===== config.mk =====
export PLATFORM = sky130hd
export DESIGN_NAME = i2s_transmitter
export DESIGN_NICKNAME = d
export VERILOG_FILES = /design/src/rtl/i2s_transmitter.sv
export SDC_FILE = /design/constraint.sdc
export NUM_CORES = 1
export LEC_CHECK = 0
export BUFFER_PORTS_ARGS = -buffer_cell sky130_fd_sc_hd__buf_2
export CORE_UTILIZATION = 55
export CTS_BUF_LIST = sky130_fd_sc_hd__clkbuf_2
export CTS_CLUSTER_SIZE = 12
export DETAILED_ROUTE_END_ITERATION = 6
export PLACE_DENSITY = 0.74
export SLEW_MARGIN = 15
export SYNTH_ARGS = -nofsm -noshare
export SYNTH_HDL_FRONTEND = slang
export SYNTH_SLANG_ARGS = --single-unit

===== constraint.sdc =====
create_clock -name clk_i -period 2.98 [get_ports clk_i]
set_input_delay 0.447 -clock clk_i [delete_from_list [all_inputs] [get_ports clk_i]]
set_output_delay 0.447 -clock clk_i [all_outputs]
set_load 0.02 [all_outputs]

===== src/rtl/i2s_transmitter.sv =====
// i2s_transmitter: Philips I2S serializer with one-deep holding register and self-generated bclk/lrclk.
module i2s_transmitter #(
    parameter int width_p     = 12,
    parameter int slot_bits_p = 16,
    parameter int bclk_div_p  = 4
) (
    input  logic               clk_i,
    input  logic               reset_i,
    input  logic [width_p-1:0] data_i,
    input  logic               valid_i,
    output logic               ready_o,
    output logic               bclk_o,
    output logic               lrclk_o,
    output logic               sdata_o,
    output logic               underrun_o
);
    localparam int frame_bits = 2 * slot_bits_p;
    localparam int kw = $clog2(frame_bits);
    localparam int dw = bclk_div_p > 1 ? $clog2(bclk_div_p) : 1;

    logic [dw-1:0]      div;
    logic [kw-1:0]      k, k_next, q;
    logic [width_p-1:0] hold, last, frame, src, sh;
    logic               tc, fall, load;

    // The bit emitted at a fall event is the frame position equal to the old k,
    // which yields the one-bclk I2S delay; positions past width_p shift out as zeros.
    always_comb begin
        tc     = div == dw'(bclk_div_p - 1);
        fall   = tc & bclk_o;
        k_next = k == kw'(frame_bits - 1) ? '0 : k + 1'b1;
        load   = fall & (k_next == kw'(1));
        src    = load ? (ready_o ? last : hold) : frame;
        q      = k >= kw'(slot_bits_p) ? k - kw'(slot_bits_p) : k;
        sh     = src << q;
    end

    always_ff @(posedge clk_i or posedge reset_i) begin
        if (reset_i) begin
            div        <= '0;
            bclk_o     <= 1'b0;
            k          <= kw'(frame_bits - 1);
            lrclk_o    <= 1'b1;
            sdata_o    <= 1'b0;
            underrun_o <= 1'b0;
            ready_o    <= 1'b1;
            hold       <= '0;
            last       <= '0;
            frame      <= '0;
        end else begin
            div        <= tc ? '0 : div + 1'b1;
            underrun_o <= load & ready_o;
            if (tc)
                bclk_o <= ~bclk_o;
            if (fall) begin
                k       <= k_next;
                lrclk_o <= k_next >= kw'(slot_bits_p);
                sdata_o <= sh[width_p-1];
            end
            if (load)
                frame <= src;
            if (load && !ready_o) begin
                last    <= hold;
                ready_o <= 1'b1;
            end else if (valid_i && ready_o) begin
                hold    <= data_i;
                ready_o <= 1'b0;
            end
        end
    end
endmodule


# Word-level counts from Yosys, hierarchy flattened
# Index checks and enable logic that the tools add are counted.
# classes
addsub	3
n_lt_le_gt_ge	2
eq_ne	3
shift	1
mux	7
n_bitwise	5
n_reduce_logical	5
# op_table
cell	count
$mux 12	2
$shl 12x5->12	1
$ge 5x5->1 const B	2
$mux 5	2
$add 5x1->5 const B	1
$eq 5x1->1 const B	1
$eq 5x5->1 const B	1
$sub 5x5->5 const B	1
$and 1x1->1	3
$add 2x1->2 const B	1
$eq 2x2->1 const B	1
$logic_and 1x1->1	2
$mux 1	2
$mux 2	1
$not 1->1	2
$reduce_and 2->1	1
$reduce_bool 2->1	1
$logic_not 1->1	1
# word_totals
regBits	48
in_bits	15
output_inout_bits	5

# Depth between registers and ports, before layout
# logic_depth
ltp_word	7
ltp_mapped	10

# Least setup slack after synthesis
# No wires, ideal clock.
# synth_path
kind	register to register
start	register k[1]
end	register sdata_o
setup_ns	0.128
t_arrival_ns	2.483
path_slack_ns	0.369
path_stages_with_launch	11
path_buffers	1
period_less_slack_ns	2.611
cell_sequence	dfstp_2 ha_1 and3_1 ha_1 and4b_1 o31a_4 nand2_4 clkbuf_1 a311o_1 a211oi_1 o31ai_1
# synth_via
elab_chain_cells	6
elab_cells_between_ends	10
classes_between	2 x add/sub; 1 x order compare; 2 x eq/ne; 1 x shift; 3 x mux; 1 x bitwise
# synth_lines
element	line	text
from (decl)	22	logic [kw-1:0] k, k_next, q;
from (signal assigned)	42	k <= kw'(frame_bits - 1);
from (signal assigned)	56	k <= k_next;
$add 5x1->5 / $eq 5x5->1 (equally long branches)	31	k_next = k == kw'(frame_bits - 1) ? '0 : k + 1'b1;
$mux 5 (*)	31	
named net k_next[4]	22	
$eq 5x1->1 (*)	32	load = fall & (k_next == kw'(1));
$and 1x1->1 (*)	32	
$mux 12 (*)	33	src = load ? (ready_o ? last : hold) : frame;
$shl 12x5->12 (*)	35	sh = src << q;
to (signal assigned)	58	sdata_o <= sh[width_p-1];
to (decl)	14	output logic sdata_o,
# Mark *: on every way through the listed nets, which the timed path passes. The rest lies on a longest branch.
# A chain may end at the register's enable or synchronous reset.

# Worst setup path after layout
# layout_path
start	register k[0]
end	register sdata_o
# The elaborated chain is that of the path after synthesis.

==> out/results.tsv <==
stage	metric	value	unit
worst_hold_path	Cells on Worst Hold Path	2	
routing	router iterations before antenna repair	5	
floorplan	Core Rows	22	
synth	post-synthesis xor/xnor area fraction	0.388	%
synth	dominant cell type by area after synthesis	dfrtp_1	
power_and_ir_drop	sw frac	24.6	%
floorplan	Die Wd	66.1	um
job	Max-cap violations	0	
global_route	vias in the first global route	1478	
timing	hold slack	157	ps
clock_tree	post-CTS setup buffers	0	
place	DP HPWL	2770	um
setup_path	worst r2r src	k[0]$_DFFE_PP1P_	
floorplan	Die H	66.1	um
place	RePlAce Congestion	0.829	
timing	f_max	0.348	GHz
synth	share of the synthesized area in the top cell type	45.5	%
routing	vias post-DR	1467	
synth	Synth Area in Compound Gates	9.42	%
global_route	wire length of the first global-routing pass	6800	um
timing	Tmin final	2870	ps
clock_tree	Hold-fix buffers, CTS	0	
cells_and_area	nets	231	
setup_path	worst-path fanout max	21	
synth	syn_area_per_cell	11.9	um2
cells_and_area	Antenna Cells	0	
setup_path	Crit path arrival time	3230	ps
synth	adder-cell share of the synthesized area	2.22	%
setup_path	Slowest Stage Delay on Critical Path	700	ps
setup_path	Critical Path RT	3340	ps
routing	DRC	0	
global_route	Tot GR Track Use	21.4	%
synth	most instantiated cells after synthesis	dfrtp_1 (41), mux2_2 (29), nand2_1 (19), mux2i_1 (13), nor2_1 (12)	
timing	worst rel slew slack	37.4	%
floorplan	Initial Utilization	59.4	%
synth	main combinational cell family by area after synthesis	multiplexers	
synth	top-count cell post-synth	dfrtp_1	
timing	final hold vios	0	
global_route	grt total ovfl	0	
timing	fin. max-slew vios	0	
cells_and_area	share of cells above drive strength 1	35.2	%
power_and_ir_drop	Seq pwr share	61.5	%
routing	DRT iter0 DRCs	65	
setup_path	R2R setup slack	110	ps
setup_path	cell breakdown of the critical path	ha_1 > and3_1 > ha_1 > and4b_1 > o31a_4 > nand2_4 > mux4_2 > o41a_1 > o31ai_1	
worst_hold_path	WHS Endpoint	ready_o$_DFFE_PP1P_	
routing	Routed WL per cell	15.3	um
timing	Slew @ Worst Pin	938	ps
synth	Post-synth EDFFs	0	
clock_tree	CTS sink cnt	47	
setup_path	Worst setup EP type	flip-flop	
power_and_ir_drop	Pwr Density	487	nW/um2
synth	post-synthesis sequential area ratio	52.4	%
floorplan	I/O Pins	20	
routing	detailed-route vias per instance	5.62	
synth	fraction of synthesized area in multiplexers	22.2	%
setup_path	Slowest-stage cell, CP	dfstp_2	
synth	Mapped Cells	189	
global_route	largest net degree at the start of global routing	48	
synth	post-synthesis simple-gate area fraction	10.2	%
clock_tree	CTS Buf Count	5	
power_and_ir_drop	Gate power share	10.4	%
setup_path	FF-to-FF path depth	9	
power_and_ir_drop	cell-internal power	0.907	mW
clock_tree	CTS Buffer Depth	2	
setup_path	Top cell by count, worst path	ha_1	
setup_path	FF-to-FF End	sdata_o$_DFFE_PP0P_	
synth	Mapped Area	2260	um2
synth	Post-Syn Nets	208	
synth	unique cell type count in the Yosys netlist	36	
clock_tree	clock root buffer	clkbuf_2	
clock_tree	Worst-path clk slew	220	ps
status	status	finished, final reports clean	
power_and_ir_drop	Net Switching	0.296	mW
timing	final setup fails	0	
power_and_ir_drop	Max rail drop VDD	0.000375	V
cells_and_area	area grow syn2layout	9.59	%
routing	Detail Route Antenna Nets	0	
floorplan	DIE AREA	4360	um2
clock_tree	Post-CTS Resized	0	
clock_tree	CTS H-tree depth	2	
timing	period utilisation layout	96.4	%
power_and_ir_drop	Leak Pwr	1.13	nW
routing	DRT Wirelength	4000	um
synth	Top FF cell, synth	dfrtp_1	
setup_path	Worst Setup Start Kind	flip-flop	
timing	RSZ-0062 raised after global routing	false	
floorplan	Core Area	3800	um2
global_route	antenna violations before repair	0	
synth	post-synthesis sequential element count	47	
timing	setup TNS	0	ps
power_and_ir_drop	Clock Power Share	28.1	%
synth	top post-synthesis cells by area	dfrtp_1 (45%), mux2_2 (14%), dfstp_2 (7.0%)	
synth	share of flip-flops with an asynchronous set or reset	100	%
worst_hold_path	worst hold path type	input pin to flip-flop	
clock_tree	clock latency on the worst-skew pair	440	ps
synth	Synth Warn #	0	
timing	Worst Skew	17.4	ps
place	number of I/O port buffers	19	
setup_path	CP startpoint	k[0]$_DFFE_PP1P_	
setup_path	Crit Path Category	flip-flop to flip-flop	
worst_hold_path	Hold Path Origin	valid_i	
clock_tree	TritonCTS clock tree	yes	
==> flip-flops by register name, summed over array words and instances (netlist names) <==
name        flops
bclk_o          1
last           12
ready_o         1
frame          12
lrclk_o         1
k               4
underrun_o      1
div             2
sdata_o         1
hold           12
==> placed cells by master, fill, tap and decap left out, types with 3 or more instances in the layout <==
| cell | instances |
|---|---|
| inv_1 | 5 |
| ha_1 | 4 |
| buf_2 | 19 |
| a21oi_1 | 7 |
| buf_4 | 6 |
| clkbuf_2 | 5 |
| nand2_1 | 19 |
| mux2_2 | 29 |
| dfstp_2 | 6 |
| o21ai_0 | 11 |
| a211oi_1 | 3 |
| mux2i_1 | 13 |
| nor2_1 | 12 |
| dfrtp_1 | 41 |
==> stage by stage <==
| step | power, mW | cells | utilization (%) | setup WS [ps] | cell area, um2 |
|---|---|---|---|---|---|
| detailed placement | 0.878 | 249 | 62.6 | 152 | 2380 |
| floorplan | 0.836 | 189 | - | 369 | 2260 |
| finish | 1.20 | 261 | 65.1 | 108 | 2470 |
| global route | 1.26 | 261 | 65.1 | 21.2 | 2470 |
| CTS | 1.21 | 257 | 64.3 | 91.1 | 2440 |
| global placement | 0.867 | 249 | 62.6 | 218 | 2380 |
==> how the worst max path moves through the flow <==
stage,to,slack (ps),cells after the start
after floorplan,sdata_o$_DFFE_PP0P_,370,10
after global placement,sdata_o$_DFFE_PP0P_,220,9
after detailed placement,sdata_o$_DFFE_PP0P_,150,9
after CTS,sdata_o$_DFFE_PP0P_,90,9
after global routing,sdata_o$_DFFE_PP0P_,20,9
final,sdata_o$_DFFE_PP0P_,110,9
==> critical path, delay by kind of cell (launching register included) <==
| kind | cells | cell delay [ps] |
|---|---|---|
| simple gates | 3 | 590 |
| flops | 1 | 700 |
| mux | 1 | 460 |
| compound gates | 3 | 590 |
| fa+ha+maj | 2 | 440 |
==> area by class of cell <==
class | count | area (um2)
repair buffers | 25 | 140
multi-input cells | 127 | 1000
clock inverters | 3 | 38.8
clock buffers | 5 | 25.0
inverters | 6 | 22.5
flip-flops and latches | 47 | 1180
fillers | 297 | 1330
well taps | 48 | 60.1
==> power groups by stage <==
| stage | registers [mW] | logic (mW) | clock network, mW |
|---|---|---|---|
| 6_report | 0.740 | 0.126 | 0.338 |
| 4_1_cts | 0.740 | 0.128 | 0.338 |
| 3_3_place_gp | 0.745 | 0.121 | 0 |
| 5_1_grt | 0.748 | 0.141 | 0.370 |
| 2_1_floorplan | 0.740 | 0.0954 | 0 |
| 3_5_place_dp | 0.751 | 0.127 | 0 |
==> per-layer routing <==
layer | wire [um] | global-route usage [%] | vias to the layer above
met5 | 0 | 0 | -
met4 | 51 | 8.78 | 0
met3 | 124 | 5.17 | 8
met2 | 1980 | 36.5 | 23
met1 | 1840 | 25.8 | 720
li1 | - | - | 716
==> kinds of logic after synthesis <==
logic type / count (synthesis)
flops: 47
buf+inv: 15
simple gates: 48
mux: 44
compound gates: 30
fa+ha+maj: 4
xor+xnor: 1
No activity file was read; power rests on OpenSTA's default activity.
